[config.mk]
export PLATFORM = sky130hd
export DESIGN_NAME = vector_loader
export DESIGN_NICKNAME = d
export VERILOG_FILES = /design/src/rtl/vector_loader.sv
export SDC_FILE = /design/constraint.sdc
export NUM_CORES = 1
export LEC_CHECK = 0
export CAP_MARGIN = 10
export CORE_MARGIN = 2
export CORE_UTILIZATION = 46
export CTS_CLUSTER_DIAMETER = 150
export DETAILED_ROUTE_END_ITERATION = 6
export PLACE_DENSITY = 0.77
export SETUP_SLACK_MARGIN = 0.2
export SKIP_CTS_REPAIR_TIMING = 1
export SYNTH_ARGS = -nofsm -noshare
export SYNTH_HDL_FRONTEND = slang
export SYNTH_SLANG_ARGS = --single-unit
[constraint.sdc]
create_clock -name clk -period 1.9 [get_ports clk]
set_input_delay 0.38 -clock clk [delete_from_list [all_inputs] [get_ports clk]]
set_output_delay 0.38 -clock clk [all_outputs]
set_load 0.03 [all_outputs]
[src/rtl/vector_loader.sv]
// ----------------------------------------------------------------------------
// vector_loader
//   Collects a stream of element pairs (in_a, in_b) into two registered
//   4-lane vectors and hands the completed pair to a downstream dot-product
//   stage through a valid/ready handshake.
//
//   Ports
//     clk, rst_n           clock, asynchronous active-low reset
//     clear                synchronous discard of a partially filled vector
//     in_valid / in_ready  element-pair handshake (in_a, in_b : DW bits)
//     out_valid/out_ready  completed-vector handshake
//     a0..a3, b0..b3       registered vector lanes
//     fill_cnt             lanes loaded in the current vector (0..4)
//
//   The upstream path is fully pipelined: in FULL the vector slot is freed by
//   the output transfer and refilled with lane 0 on the very same edge, so a
//   sustained stream produces one vector every 4 cycles with no bubble.
// ----------------------------------------------------------------------------

// Per-lane storage: one a/b register pair with a shared write enable.
module vector_loader_lane #(
    parameter int DW = 8
) (
    input  logic          clk,
    input  logic          rst_n,
    input  logic          we,
    input  logic [DW-1:0] din_a,
    input  logic [DW-1:0] din_b,
    output logic [DW-1:0] q_a,
    output logic [DW-1:0] q_b
);

    logic [DW-1:0] a_d, a_q;
    logic [DW-1:0] b_d, b_q;

    // Unwritten lanes keep their old contents; they are only meaningful
    // once the whole vector is marked valid.
    always_comb begin
        a_d = a_q;
        b_d = b_q;
        if (we) begin
            a_d = din_a;
            b_d = din_b;
        end
    end

    always_ff @(posedge clk or negedge rst_n) begin
        if (!rst_n) begin
            a_q <= '0;
            b_q <= '0;
        end else begin
            a_q <= a_d;
            b_q <= b_d;
        end
    end

    assign q_a = a_q;
    assign q_b = b_q;

endmodule

module vector_loader #(
    parameter int DW = 8
) (
    input  logic          clk,
    input  logic          rst_n,
    input  logic          clear,
    input  logic          in_valid,
    output logic          in_ready,
    input  logic [DW-1:0] in_a,
    input  logic [DW-1:0] in_b,
    output logic          out_valid,
    input  logic          out_ready,
    output logic [DW-1:0] a0,
    output logic [DW-1:0] a1,
    output logic [DW-1:0] a2,
    output logic [DW-1:0] a3,
    output logic [DW-1:0] b0,
    output logic [DW-1:0] b1,
    output logic [DW-1:0] b2,
    output logic [DW-1:0] b3,
    output logic [2:0]    fill_cnt
);

    localparam int NUM_LANES = 4;

    typedef enum logic {
        FILL = 1'b0,
        FULL = 1'b1
    } state_e;

    state_e                           state_d, state_q;
    logic [2:0]                       fill_cnt_d, fill_cnt_q;
    logic [1:0]                       wr_idx;
    logic                             in_xfer;
    logic [NUM_LANES-1:0]             lane_we;
    logic [NUM_LANES-1:0][DW-1:0]     lane_a;
    logic [NUM_LANES-1:0][DW-1:0]     lane_b;

    // Next-state, handshake and lane-select logic.
    always_comb begin
        state_d    = state_q;
        fill_cnt_d = fill_cnt_q;
        in_ready   = 1'b0;
        out_valid  = 1'b0;
        in_xfer    = 1'b0;
        wr_idx     = 2'd0;

        case (state_q)
            FILL: begin
                // clear wins over a same-cycle input: the pair is refused,
                // not silently dropped, because in_ready goes low with it.
                in_ready = !clear;
                in_xfer  = in_valid && !clear;
                wr_idx   = fill_cnt_q[1:0];
                if (clear) begin
                    fill_cnt_d = 3'd0;
                end else if (in_valid) begin
                    fill_cnt_d = fill_cnt_q + 3'd1;
                    if (fill_cnt_q == 3'd3) begin
                        state_d = FULL;
                    end
                end
            end

            FULL: begin
                // A finished vector is never discarded, so clear is ignored.
                // Input is accepted only when the slot is being emptied on
                // the same edge; the new pair then starts the next vector.
                out_valid = 1'b1;
                in_ready  = out_ready;
                in_xfer   = in_valid && out_ready;
                wr_idx    = 2'd0;
                if (out_ready) begin
                    state_d    = FILL;
                    fill_cnt_d = in_valid ? 3'd1 : 3'd0;
                end
            end

            default: begin
                state_d    = FILL;
                fill_cnt_d = 3'd0;
            end
        endcase
    end

    always_ff @(posedge clk or negedge rst_n) begin
        if (!rst_n) begin
            state_q    <= FILL;
            fill_cnt_q <= 3'd0;
        end else begin
            state_q    <= state_d;
            fill_cnt_q <= fill_cnt_d;
        end
    end

    // Lane registers: exactly one lane is written per accepted pair.
    for (genvar k = 0; k < NUM_LANES; k++) begin : g_lane
        assign lane_we[k] = in_xfer && (wr_idx == 2'(k));

        vector_loader_lane #(
            .DW(DW)
        ) u_lane (
            .clk  (clk),
            .rst_n(rst_n),
            .we   (lane_we[k]),
            .din_a(in_a),
            .din_b(in_b),
            .q_a  (lane_a[k]),
            .q_b  (lane_b[k])
        );
    end

    assign a0       = lane_a[0];
    assign a1       = lane_a[1];
    assign a2       = lane_a[2];
    assign a3       = lane_a[3];
    assign b0       = lane_b[0];
    assign b1       = lane_b[1];
    assign b2       = lane_b[2];
    assign b3       = lane_b[3];
    assign fill_cnt = fill_cnt_q;

endmodule

# Word level (Yosys, flattened, before mapping)
# Cells that the tools add are included.
[word_totals]
ff_bits = 68
input_bits = 21
out_inout_bits = 69
elab_cells = 41
[classes]
n_addsub = 1
eq_ne = 6
mux = 14
bitwise_logic = 1
reduce_logical = 9
[ops]
columns = ["operator", "n"]
rows = [
  ["$mux 3", 3],
  ["$logic_and 1x1->1", 6],
  ["$mux 1", 6],
  ["$pmux 1 s2", 3],
  ["$pmux 3 s2", 1],
  ["$eq 2x2->1 const B", 2],
  ["$pmux 2 s2", 1],
  ["$add 3x1->3 const B", 1],
  ["$eq 3x2->1 const B", 1],
  ["$ne 3x3->1 const B", 1],
  ["$eq 2x1->1 const B", 1],
  ["$logic_not 2->1", 1],
  ["$ne 2x2->1 const B", 1],
  ["$reduce_and 2->1", 1],
  ["$logic_not 1->1", 1],
  ["$not 1->1", 1],
]

# Logic depth before layout (Yosys ltp)
[depth]
ltp_word = 5
ltp_mapped = 5
mapped_depth_nobuf = 4

# Hierarchy
# A second synthesis with hierarchy kept.
[hier_totals]
cells_unflattened = 162
hier_area_um2 = 2871.5
[modules_own_cells]
columns = ["module", "instances", "cells_each", "area_each_um2", "seq_area_each_um2"]
rows = [
  ["vector_loader_lane", 4, 34, 649.4, 400.4],
  ["vector_loader", 1, 26, 274.0, 100.1],
]

# Worst setup path after synthesis
# Ideal clock, no wire load.
[synth_path]
kind = "reg2reg"
startpoint = "register state_q"
endpoint = "register g_lane[1].u_lane.a_q[4]"
setup_time_ps = 125
arrival_ps = 1598
required_ps = 1775
slack_ps = 176
path_stages_with_launch = 6
n_path_buf = 2
synth_period_minus_slack_ps = 1724
path_cell_list = "dfrtp_1 -> nor2_4 -> and4b_1 -> buf_6 -> buf_8 -> mux2_4"
[synth_between]
elab_chain_cells = 4
word_cells_on_any_way = 5
cone_classes = "eq/ne: 1; mux: 2; bitwise: 1; reduce/logical: 1"
[synth_lines]
columns = ["element", "line", "text"]
rows = [
  ["start, declared", "92", "state_e state_d, state_q;"],
  ["start signal, assigned", "152", "state_q <= state_d;"],
  ["$not 1->1", "--", ""],
  ["$pmux 2 s2", "109", "case (state_q)"],
  ["$eq 2x1->1", "159", "assign lane_we[k] = in_xfer && (wr_idx == 2'(k));"],
  ["$logic_and 1x1->1 (*)", "159", ""],
  ["end signal, assigned", "49", "a_q <= '0;"],
  ["end signal, assigned", "52", "a_q <= a_d;"],
  ["end, declared", "33", "logic [DW-1:0] a_d, a_q;"],
]
# Mark *: on every way between the ends. The rest lies on a longest branch, timed or not.
# A chain may end at the register's enable or synchronous reset.

# Final worst setup path
[layout_path]
startpoint = "input port out_ready"
endpoint = "output port in_ready"
[layout_between]
elab_chain_cells = 1
[layout_lines]
columns = ["element", "line", "text"]
rows = [
  ["start, declared", "73", "input logic out_ready,"],
  ["$pmux 1 s2", "109", ""],
  ["end, declared", "69", "output logic in_ready,"],
]
# No other way between the ends.

==> results.md <==
- DR pass1 iterations: 4
- Setup slack of the critical path after layout: roughly 30 ps
- Cell chosen for the clock root: clkbuf_8
- Time the worst path needs with I/O delays and setup: about 1900 ps
- Post-synthesis sequential area ratio: between 60 and 70%
- Post-Synthesis Cell Area: roughly 0.0028 mm²
- Total power divided by cell area: between 1000 and 1500 mW/mm²
- Unrepaired setup endpoints after global routing: true
- Setup TNS: 0 ps
- Cell type with the largest total area after synthesis: dfrtp_1
- Vias post-DR: 1770
- Final hold slack: approximately 80 ps
- Layout Nets: 297
- Largest cells by area after synthesis: dfrtp_1 62%, mux2_4 11%, mux2_2 10%, mux2_1 8.1%, ha_1 0.90%
- Via count of the first global-routing pass: 1845
- Number of diodes added for antenna fixing: 0
- Antenna violations before repair: 0
- Die Span Y: slightly above 80 µm
- Fraction of power consumed by combinational cells: slightly above 40%
- Top-area cell type share of the netlist area: between 60% and 70%
- DRC violation total after the first TritonRoute iteration: between 60 and 70
- I/O pins: 90
- Detail Placement HPWL: 4090 µm
- Fmax achieved: approximately 530 MHz
- Headroom to the max-slew limit: a little under three quarters
- Clock latency reported for the late side of the worst-skew pair: 330 ps
- TritonCTS clock tree: yes
- Largest stage delay, worst path: between 400 and 500 ps
- Final slew viol count: 0
- Required time worst endpoint: between 1500 and 2000 ps
- Die width: approximately 82 µm
- Worst Path Max Fanout: 2
- Power share of the sequential group: between 30% and 40%
- Dpl cells: about 340
- Maximum number of pins on one net before global-route repair: 37
- Max-cap check violation count: 0
- Cell-by-cell listing of the critical path: clkdlybuf4s50_1 -> and2_1 -> or2_2 -> dlymetal6s2s_1
- Port buffer count: 89
- Number of H-tree branching levels: 3
- Number of rows created at floorplan: 28
- Tightest Pin Transition: between 400 and 500 ps
- Final non-filler cell total: 354
- Synth top cells by count: 68 x dfrtp_1, 25 x mux2_2, 20 x mux2_1, 20 x mux2_4
- #FFs+latches synth: just under 70
- Global-route wire length before repair: approximately 9400 µm
- Area of the core region: between 0.005 and 0.006 mm²
- Share of the clock period used by the worst path: a little over nine tenths
- Maximum count of clock buffers along a single path: 2
- Classification of the worst setup path: in -> out
- Detailed-route DRC error count: 0
- Synthesized netlist net count: roughly 180
- Internal power of the cells: about 3.4 mW
- Critical path endpoint category: primary output
- Number of vias per cell after detailed routing: 5.00
- Remaining global-route overflow: 0
- Post-synthesis to final-layout area growth: 53.7%
- Switching share of total power: between 30% and 40%
- Static power due to leakage: 2.76 nW
- Clock group share of total power: between 20% and 30%
- Gate count after technology mapping: 161
- Reg clk slew, reported paths: roughly 70 ps
- Final setup vio count: 0
- Post-route standard cell area excluding fillers: between 0.004 and 0.005 mm²
- Clock Sinks: 68
- VDD IR max: between 900 and 1000 µV
- Standard cell with the maximum stage delay on the critical path: clkdlybuf4s50_1
- Fill count: between 300 and 400
- Worst path bufs/invs: 2
- Per-instance average area after synthesis: around 17 µm²
- Setup clock skew after layout: 6.64 ps
- Global-route usage over all layers: a little under a fifth
- Multi-input gate area: 0.00101 mm²
- Post-synth ARST share: between 90% and 100%
- EDFF count, synth: 0
- Initial core utilization: a little under half
- Num CTS Buffers: 9
- Wire length after detailed routing: ~6200 µm
- Number of distinct library cell variants in the gate-level netlist after synthesis: 26
- Startpoint kind of the worst setup timing path: primary input
- Result of the run: finished clean
- Worst min-delay path category: in -> async
- Total area of sequential cells: about 0.0017 mm²
- Commonest register cell after synthesis: dfrtp_1
- Gpl congestion: approximately 0.79
- Reported net switching power: around 1.9 mW
- CP arrival: 1490 ps
- Dominant cell by count in the synthesized netlist: dfrtp_1
- Layout cells sized above 1: around a third
- Pre-CTS setup slack: -361 ps
- Residual antenna-violating net count after detailed routing: 0
- Worst path top cell family by delay: buffers and inverters
- DIE AREA: roughly 0.0066 mm²
- Number of hold violations in the final report: 0
- Number of warnings issued by yosys: 0
- Area after detailed placement: just under 0.004 mm²
- WL per Instance: about 18 µm
## worst reg2reg max path, stage by stage, from the launching register on
cell and delay, ps:
dfrtp_2 440, buf_4 160, nor4_2 370, o21ai_4 120
buf_4 190, mux2_4 300
## kinds of logic after synthesis
family          count (synthesis)  synth area share [%]
buf+inv                         7                  2.13
simple gates                   12                  4.16
mux                            65                  29.2
fa+ha+maj                       2                 0.905
flops                          68                  61.5
compound gates                  7                  2.08
## power groups by stage
stage               logic, mW  registers, mW  clock network, mW
floorplan               0.453           2.87                  0
global placement         2.23           2.08                  0
detailed placement       2.25           2.09                  0
CTS                      2.27           2.07               1.12
global route             2.31           2.11               1.19
finish                   2.20           2.06               1.09
## cell type report
type | count | share of cell area (%)
clock buffers | 12 | 3.89
clock inverters | 4 | 0.530
repair buffers | 108 | 29.5
multi-input cells | 86 | 23.7
well taps | 75 | 2.21
flip-flops and latches | 68 | 40.1
inverters | 1 | 0.0883
## flip-flops by register name, summed over array words and instances (netlist names)
name               count
g_lane.u_lane.q_a     32
g_lane.u_lane.q_b     32
fill_cnt               3
state_q                1
## stage by stage
stage	power [mW]	util, %
finish	5.35	72.6
global route	5.61	72.6
CTS	5.46	69.0
detailed placement	4.35	65.8
global placement	4.31	65.8
floorplan	3.33	-
## worst paths after layout
check	slack [ps]	startpoint	cells after the start	to
max in group asynchronous	1500	rst_n	2	g_lane[3].u_lane.q_a[5]
worst max-delay path	30	out_ready	4	in_ready
worst min register to register	490	g_lane[2].u_lane.q_b[6]	1	g_lane[2].u_lane.q_b[6]
min in group clk	490	g_lane[2].u_lane.q_b[6]	1	g_lane[2].u_lane.q_b[6]
worst min-delay path	80	rst_n	2	g_lane[1].u_lane.q_b[0]
worst max register to register	210	state_q	5	g_lane[0].u_lane.q_a[5]
## metal layers
metal | global-route usage [%] | routed length, µm | vias up
li1 | - | - | 813
met1 | 26.8 | 2850 | 876
met2 | 27.8 | 2850 | 76
met3 | 6.15 | 469 | 5
met4 | 6.61 | 43 | 0
met5 | 0 | 0 | -
## layout by cell type (no fill, tap or decap), types with 3 or more instances in the layout
cell / count
buf_12: 4
dfrtp_1: 67
clkbuf_8: 12
clkdlybuf4s50_1: 18
buf_4: 13
clkinv_2: 3
mux2_4: 20
dlymetal6s2s_1: 70
mux2_1: 20
mux2_2: 25
(Power assumes the default switching activity.)
